<file path="src/rtl/serial_word_tx.sv">
// Parallel-to-serial word transmitter: LSB first, with a frame-start pulse on bit 0 and a done pulse after the last bit.
// Optional two's-complement negation of the outgoing stream when SER_TX_NEGATE_EN is defined.
module serial_word_tx #(
  parameter int W = 8
) (
  input  logic         t_clock,
  input  logic         r_n,
  input  logic         load_valid,
  input  logic [W-1:0] load_data,
`ifdef SER_TX_NEGATE_EN
  input  logic         neg,
`endif
  output logic         load_ready,
  output logic         i,
  output logic         r,
  output logic         busy,
  output logic         done
);

  localparam int CW = $clog2(W);

  typedef enum logic [1:0] {IDLE, SHIFT, DONE} state_t;

  state_t        state;
  logic [CW-1:0] cnt;
  logic [W-1:0]  shreg;
  logic          accept;
  logic          nxt_bit;

  assign accept = load_valid && load_ready;

`ifdef SER_TX_NEGATE_EN
  logic neg_q;
  logic seen;

  // Serial two's complement: copy bits through the first 1, invert everything after it.
  function automatic logic negate_bit(input logic b, input logic en, input logic seen_one);
    return b ^ (en & seen_one);
  endfunction

  assign nxt_bit = negate_bit(shreg[0], neg_q, seen);
`else
  assign nxt_bit = shreg[0];
`endif

  // Bit 0 leaves directly from load_data, so the register holds only the bits still to go.
  always_ff @(posedge t_clock) begin
    if (accept) begin
      shreg <= load_data >> 1;
    end else if (state == SHIFT) begin
      shreg <= shreg >> 1;
    end
  end

  always_ff @(posedge t_clock or negedge r_n) begin
    if (!r_n) begin
      state      <= IDLE;
      cnt        <= '0;
      i          <= 1'b0;
      r          <= 1'b0;
      busy       <= 1'b0;
      done       <= 1'b0;
      load_ready <= 1'b0;
`ifdef SER_TX_NEGATE_EN
      neg_q      <= 1'b0;
      seen       <= 1'b0;
`endif
    end else begin
      case (state)
        IDLE, DONE: begin
          if (accept) begin
            state      <= SHIFT;
            cnt        <= '0;
            i          <= load_data[0];
            r          <= 1'b1;
            busy       <= 1'b1;
            done       <= 1'b0;
            load_ready <= 1'b0;
`ifdef SER_TX_NEGATE_EN
            neg_q      <= neg;
            seen       <= load_data[0];
`endif
          end else begin
            state      <= IDLE;
            i          <= 1'b0;
            r          <= 1'b0;
            busy       <= 1'b0;
            done       <= 1'b0;
            load_ready <= 1'b1;
          end
        end
        SHIFT: begin
          r <= 1'b0;
          // cnt is the index of the bit currently on i; stop after bit W-1 without wrapping.
          if (cnt == CW'(W - 1)) begin
            state      <= DONE;
            i          <= 1'b0;
            busy       <= 1'b0;
            done       <= 1'b1;
            load_ready <= 1'b1;
          end else begin
            cnt <= cnt + 1'b1;
            i   <= nxt_bit;
`ifdef SER_TX_NEGATE_EN
            seen <= seen | shreg[0];
`endif
          end
        end
        default: begin
          state <= IDLE;
        end
      endcase
    end
  end

endmodule

</file>
<file path="config.mk">
export PLATFORM = sky130hd
export DESIGN_NAME = serial_word_tx
export DESIGN_NICKNAME = d
export VERILOG_FILES = /design/src/rtl/serial_word_tx.sv
export SDC_FILE = /design/constraint.sdc
export NUM_CORES = 1
export LEC_CHECK = 0
export CORE_MARGIN = 2
export CORE_UTILIZATION = 40
export DETAILED_ROUTE_END_ITERATION = 8
export SYNTH_ARGS = -nofsm -noshare
export SYNTH_HDL_FRONTEND = slang
export SYNTH_SLANG_ARGS = --single-unit
</file>
<file path="constraint.sdc">
create_clock -name t_clock -period 3 [get_ports t_clock]
set_input_delay 0.6 -clock t_clock [delete_from_list [all_inputs] [get_ports t_clock]]
set_output_delay 0.6 -clock t_clock [all_outputs]
set_load 0.02 [all_outputs]
</file>
Word-level counts from Yosys, hierarchy flattened

Index checks and enable logic that the tools add are counted.

Bits in registers: 17
Bits of input ports: 11
Output and inout bits: 5

Add/sub/neg operators: 1
Equality and inequality tests: 6
Muxes and demuxes: 19
Reductions and logical operators: 7

Operators with widths:

| cell                | count |
|---|---|
| $mux 7              | 2 |
| $pmux 1 s2          | 5 |
| $mux 1              | 7 |
| $mux 3              | 2 |
| $pmux 3 s2          | 1 |
| $ne 2x2->1 const B  | 2 |
| $pmux 2 s2          | 1 |
| $reduce_bool 2->1   | 2 |
| $add 3x1->3 const B | 1 |
| $eq 3x3->1 const B  | 1 |
| $reduce_and 3->1    | 1 |
| $eq 2x1->1 const B  | 1 |
| $eq 2x2->1 const B  | 1 |
| $logic_not 2->1     | 1 |
| $mux 2              | 1 |
| $ne 2x1->1 const B  | 1 |
| $reduce_and 2->1    | 1 |
| $reduce_or 2->1     | 1 |
| $logic_and 1x1->1   | 1 |

Longest topological paths before layout

Word-level depth: 4
Mapped depth: 5

Worst setup path before layout

No wires, ideal clock.

Kind: reg2reg
From: register state[0]
To: register shreg[0], enable pin
Library setup time: 381 ps
Arrival time: 1,194 ps
Path slack: 1,425 ps
Cell stages (with the launch flop): 4
Path buffers: 1
Period minus slack after synthesis: 1,575 ps
Path through: dfrtp_1 -> buf_2 -> inv_1 -> o21ai_0

Cells in the longest elaborated chain, start to end: 2

RTL lines:

| item                               | line | text |
|---|---|---|
| start, declared                    | 24   | `state_t state;` |
| start signal, assigned             | 57   | `state <= IDLE;` |
| start signal, assigned             | 72   | `state <= SHIFT;` |
| start signal, assigned             | 84   | `state <= IDLE;` |
| $eq 2x1->1                         | 50   | `end else if (state == SHIFT) begin` |
| $reduce_bool 2->1 (no source line) | -    |  |
| end signal, assigned               | 49   | `shreg <= load_data >> 1;` |
| end signal, assigned               | 51   | `shreg <= shreg >> 1;` |
| end, declared                      | 26   | `logic [W-1:0] shreg;` |

Every way passes these cells.
A chain may end at the register's enable or synchronous reset.

Worst setup path after layout

From: register load_ready
To: output load_ready

RTL lines:

| item                   | line | text |
|---|---|---|
| start, declared        | 13   | `output logic load_ready,` |
| start signal, assigned | 63   | `load_ready <= 1'b0;` |
| start signal, assigned | 78   | `load_ready <= 1'b0;` |
| start signal, assigned | 89   | `load_ready <= 1'b1;` |

No word-level cell between the ends.

==> impl_metrics.json <==
{
  "status": "finished, final reports clean",
  "end_kind": "output port",
  "hold_depth": 1,
  "syn-cell-area_um2": 782,
  "clock_skew_ps": 6.20,
  "path_clk_slew_ps": 100,
  "hp-class": "flop to flop",
  "finalHoldViolCount": 0,
  "cts_buffers": 3,
  "critical_path_peak_fanout": 6,
  "min_from": "done$_DFFE_PN0P_",
  "power_frac_comb": 0.367,
  "yosysTopAreaCellShare": 0.320,
  "drv.max_cap_violation_count": 0,
  "finalWeightedCongestion": 0.652,
  "pin_count": 16,
  "critPathTopFamily": "buffers and inverters",
  "fin_tns_setup_ps": 0,
  "finalSetupViolations": 0,
  "cts-resized-gates": 0,
  "antenna_cells": 0,
  "initial_utilization": 0.439,
  "drtAntennaViolNets": 0,
  "floorplan.core_area_um2": 1780,
  "worstHoldEndpoint": "done$_DFFE_PN0P_",
  "insertion_delay_ps": 290,
  "nNetsFinal": 85,
  "headroom_to_the_max_slew_limit": 0.390,
  "dp.final_hpwl_um": 984,
  "total_power_uw": 889,
  "critical-path-max-stage-delay_ps": 640,
  "critical_path.cell_chain": "clkdlybuf4s50_1",
  "rr_endpoint": "shreg[5]$_DFFE_PP_",
  "initialDrtViolationCount": 5,
  "clockPowerShare": 0.138,
  "die_width_um": 48.2,
  "die_extent_in_y_um": 48.2,
  "critPathRequiredTime_ps": 2400,
  "drc": 0,
  "finalWorstPathRequiredPeriod_ps": 1970,
  "grt_antenna_before_repair": 0,
  "synth.lib_cells_used.distinct": 24,
  "ys.warnings.count": 0,
  "nature_of_the_critical_path_startpoint": "flop",
  "dieArea_um2": 2320,
  "powerDensity_nw_per_um2": 917,
  "cts.root.buffer_cell": "sky130_fd_sc_hd__clkbuf_4",
  "row_count": 15,
  "timing.fmax_mhz": 508,
  "net-switching-power_uw": 291,
  "netlist.top_cell.by_area": "sky130_fd_sc_hd__dfrtp_1",
  "synthTopCellsByArea": "sky130_fd_sc_hd__dfrtp_1, sky130_fd_sc_hd__edfxtp_1, sky130_fd_sc_hd__mux2_2, sky130_fd_sc_hd__a311o_1, sky130_fd_sc_hd__o211a_1",
  "cts_max_path_buffers": 2,
  "drt-vias-per-instance": 5.23,
  "worstRegToRegCells": 2,
  "port-buffer-count": 15,
  "postSynthRegisterBits": 17,
  "grt_max_degree": 14,
  "layout_worst_path_cycle_share": 0.657,
  "timing_worst_slew_pin_value_ps": 905,
  "synth.avg_cell_area_um2": 14.2,
  "cellInternalPower_uw": 598,
  "crit_path_top_delay_cell": "sky130_fd_sc_hd__clkdlybuf4s50_1",
  "final_layout_size_suffix_gt1_frac": 0.197,
  "share_of_total_power_consumed_by_net_switching": 0.327,
  "slew_violations": 0,
  "timing.reg2reg.setup_slack_ps": 1060,
  "finalInstanceArea_um2": 970,
  "timing_worst_setup_path_type": "flop to output port",
  "groute.usage.overall": 0.155,
  "area_growth_syn_to_layout_pct": 24.0,
  "placed_cell_area_um2": 942,
  "p_leak_nw": 0.437,
  "layout_commonest_cell": "sky130_fd_sc_hd__clkdlybuf4s50_1",
  "path_buf_inv": 1,
  "dr_pass1_iterations": 3,
  "rsz0062_at_grt": "false",
  "fraction_of_the_yosys_area_taken_by_sequential_cells": 0.589,
  "clock_tree_from_tritoncts": "built",
  "clock_sinks": 17,
  "gr-total-overflow": 0,
  "rr_startpoint": "state[0]$_DFFE_PN0P_",
  "grt_pass1_vias": 498,
  "post-cts-setup-buffers": 0,
  "worst_ir_drop_vdd_mv": 0.473,
  "grt_first_pass_wirelength_um": 2330,
  "route.vias.total": 502,
  "total_wirelength_um": 1390,
  "synthesis.nets": 68,
  "gate_count_after_technology_mapping": 55,
  "cts_hold_buffers": 0,
  "wl_per_cell_um": 14.4,
  "worst-endpoint-arrival_ps": 1370,
  "crit_cells": 1,
  "power.sequential.fraction": 0.495,
  "final_cell_mix": "sky130_fd_sc_hd__clkdlybuf4s50_1, sky130_fd_sc_hd__dfrtp_1, sky130_fd_sc_hd__edfxtp_1",
  "h_tree_depth_reported_by_cts": 1
}
==> metal layers <==
metal	global-route usage	wire (um)	up-vias
li1	-	-	245
met1	0.211	676	249
met2	0.216	654	6
met3	0.0444	35	2
met4	0.0973	19	0
met5	0	0	-
==> final cells by class <==
type | instances | area, um2
clock buffers | 3 | 22.5
repair buffers | 15 | 150
multi-input cells | 33 | 293
well taps | 25 | 31.3
flip-flops and latches | 17 | 460
inverters | 2 | 7.51
clock inverters | 1 | 5.00
fillers | 161 | 813
==> worst register-to-register path: cells and delay by family, from the launching register on <==
family | cells | cell delay [ps]
buffers and inverters | 1 | 220
AOI/OAI and AO/OA | 1 | 770
DFF | 1 | 590
==> Yosys cell counts, drive strengths merged <==
cell type and n:
o31a 1, a311o 3, and3 1, o31ai 2, nor2b 1, mux2 6, a31oi 2, and3b 1
inv 2, edfxtp 7, or3b 1, nor4b 1, nand3b 1, ha 2, and4bb 2, dfrtp 10
buf 3, o211a 3, o21ai 1, nand3 1, nand2 3, a21o 1
==> per-stage QoR <==
step            util  cells  worst slack [ps]  hold WS (ps)
2_1_floorplan      -     55              1430           304
5_1_grt        0.544     96               865           511
6_report       0.544     96              1030           487
4_1_cts        0.544     96              1010           493
3_3_place_gp   0.528     92               896           465
3_5_place_dp   0.528     92               883           468
==> power by group through the flow <==
stage                     sequential, mW  combinational, mW  clock (mW)
after floorplan                    0.448              0.211           0
after global routing               0.457              0.363       0.137
after detailed placement           0.447              0.331           0
final                              0.440              0.326       0.123
after CTS                          0.441              0.334       0.128
after global placement             0.443              0.329           0
==> worst max path at each step <==
stage                                 startpoint                  to  slack (ps)
after floorplan             state[0]$_DFFE_PN0P_  shreg[0]$_DFFE_PP_        1430
after global placement                load_valid  shreg[2]$_DFFE_PP_         900
after detailed placement              load_valid  shreg[2]$_DFFE_PP_         880
final                     load_ready$_DFFE_PN0P_          load_ready        1030
after CTS                   state[0]$_DFFE_PN0P_  shreg[5]$_DFFE_PP_        1010
after global routing        state[0]$_DFFE_PN0P_  shreg[5]$_DFFE_PP_         870
==> sequential cells by signal (all words and copies together) (netlist names) <==
| register | count |
|---|---|
| state | 2 |
| busy | 1 |
| r | 1 |
| cnt | 3 |
| done | 1 |
| shreg | 7 |
| load_ready | 1 |
| i | 1 |
==> cells by family after synthesis <==
group                    count (synthesis)  share of synthesized area
AO/OA/AOI/OAI                           13                      0.139
multiplexers                             6                     0.0864
AND/OR/NAND/NOR                         12                      0.117
buffers and inverters                    5                     0.0368
flip-flops                              17                      0.589
adder cells (fa/ha/maj)                  2                     0.0320
No activity file was read; power rests on OpenSTA's default activity.
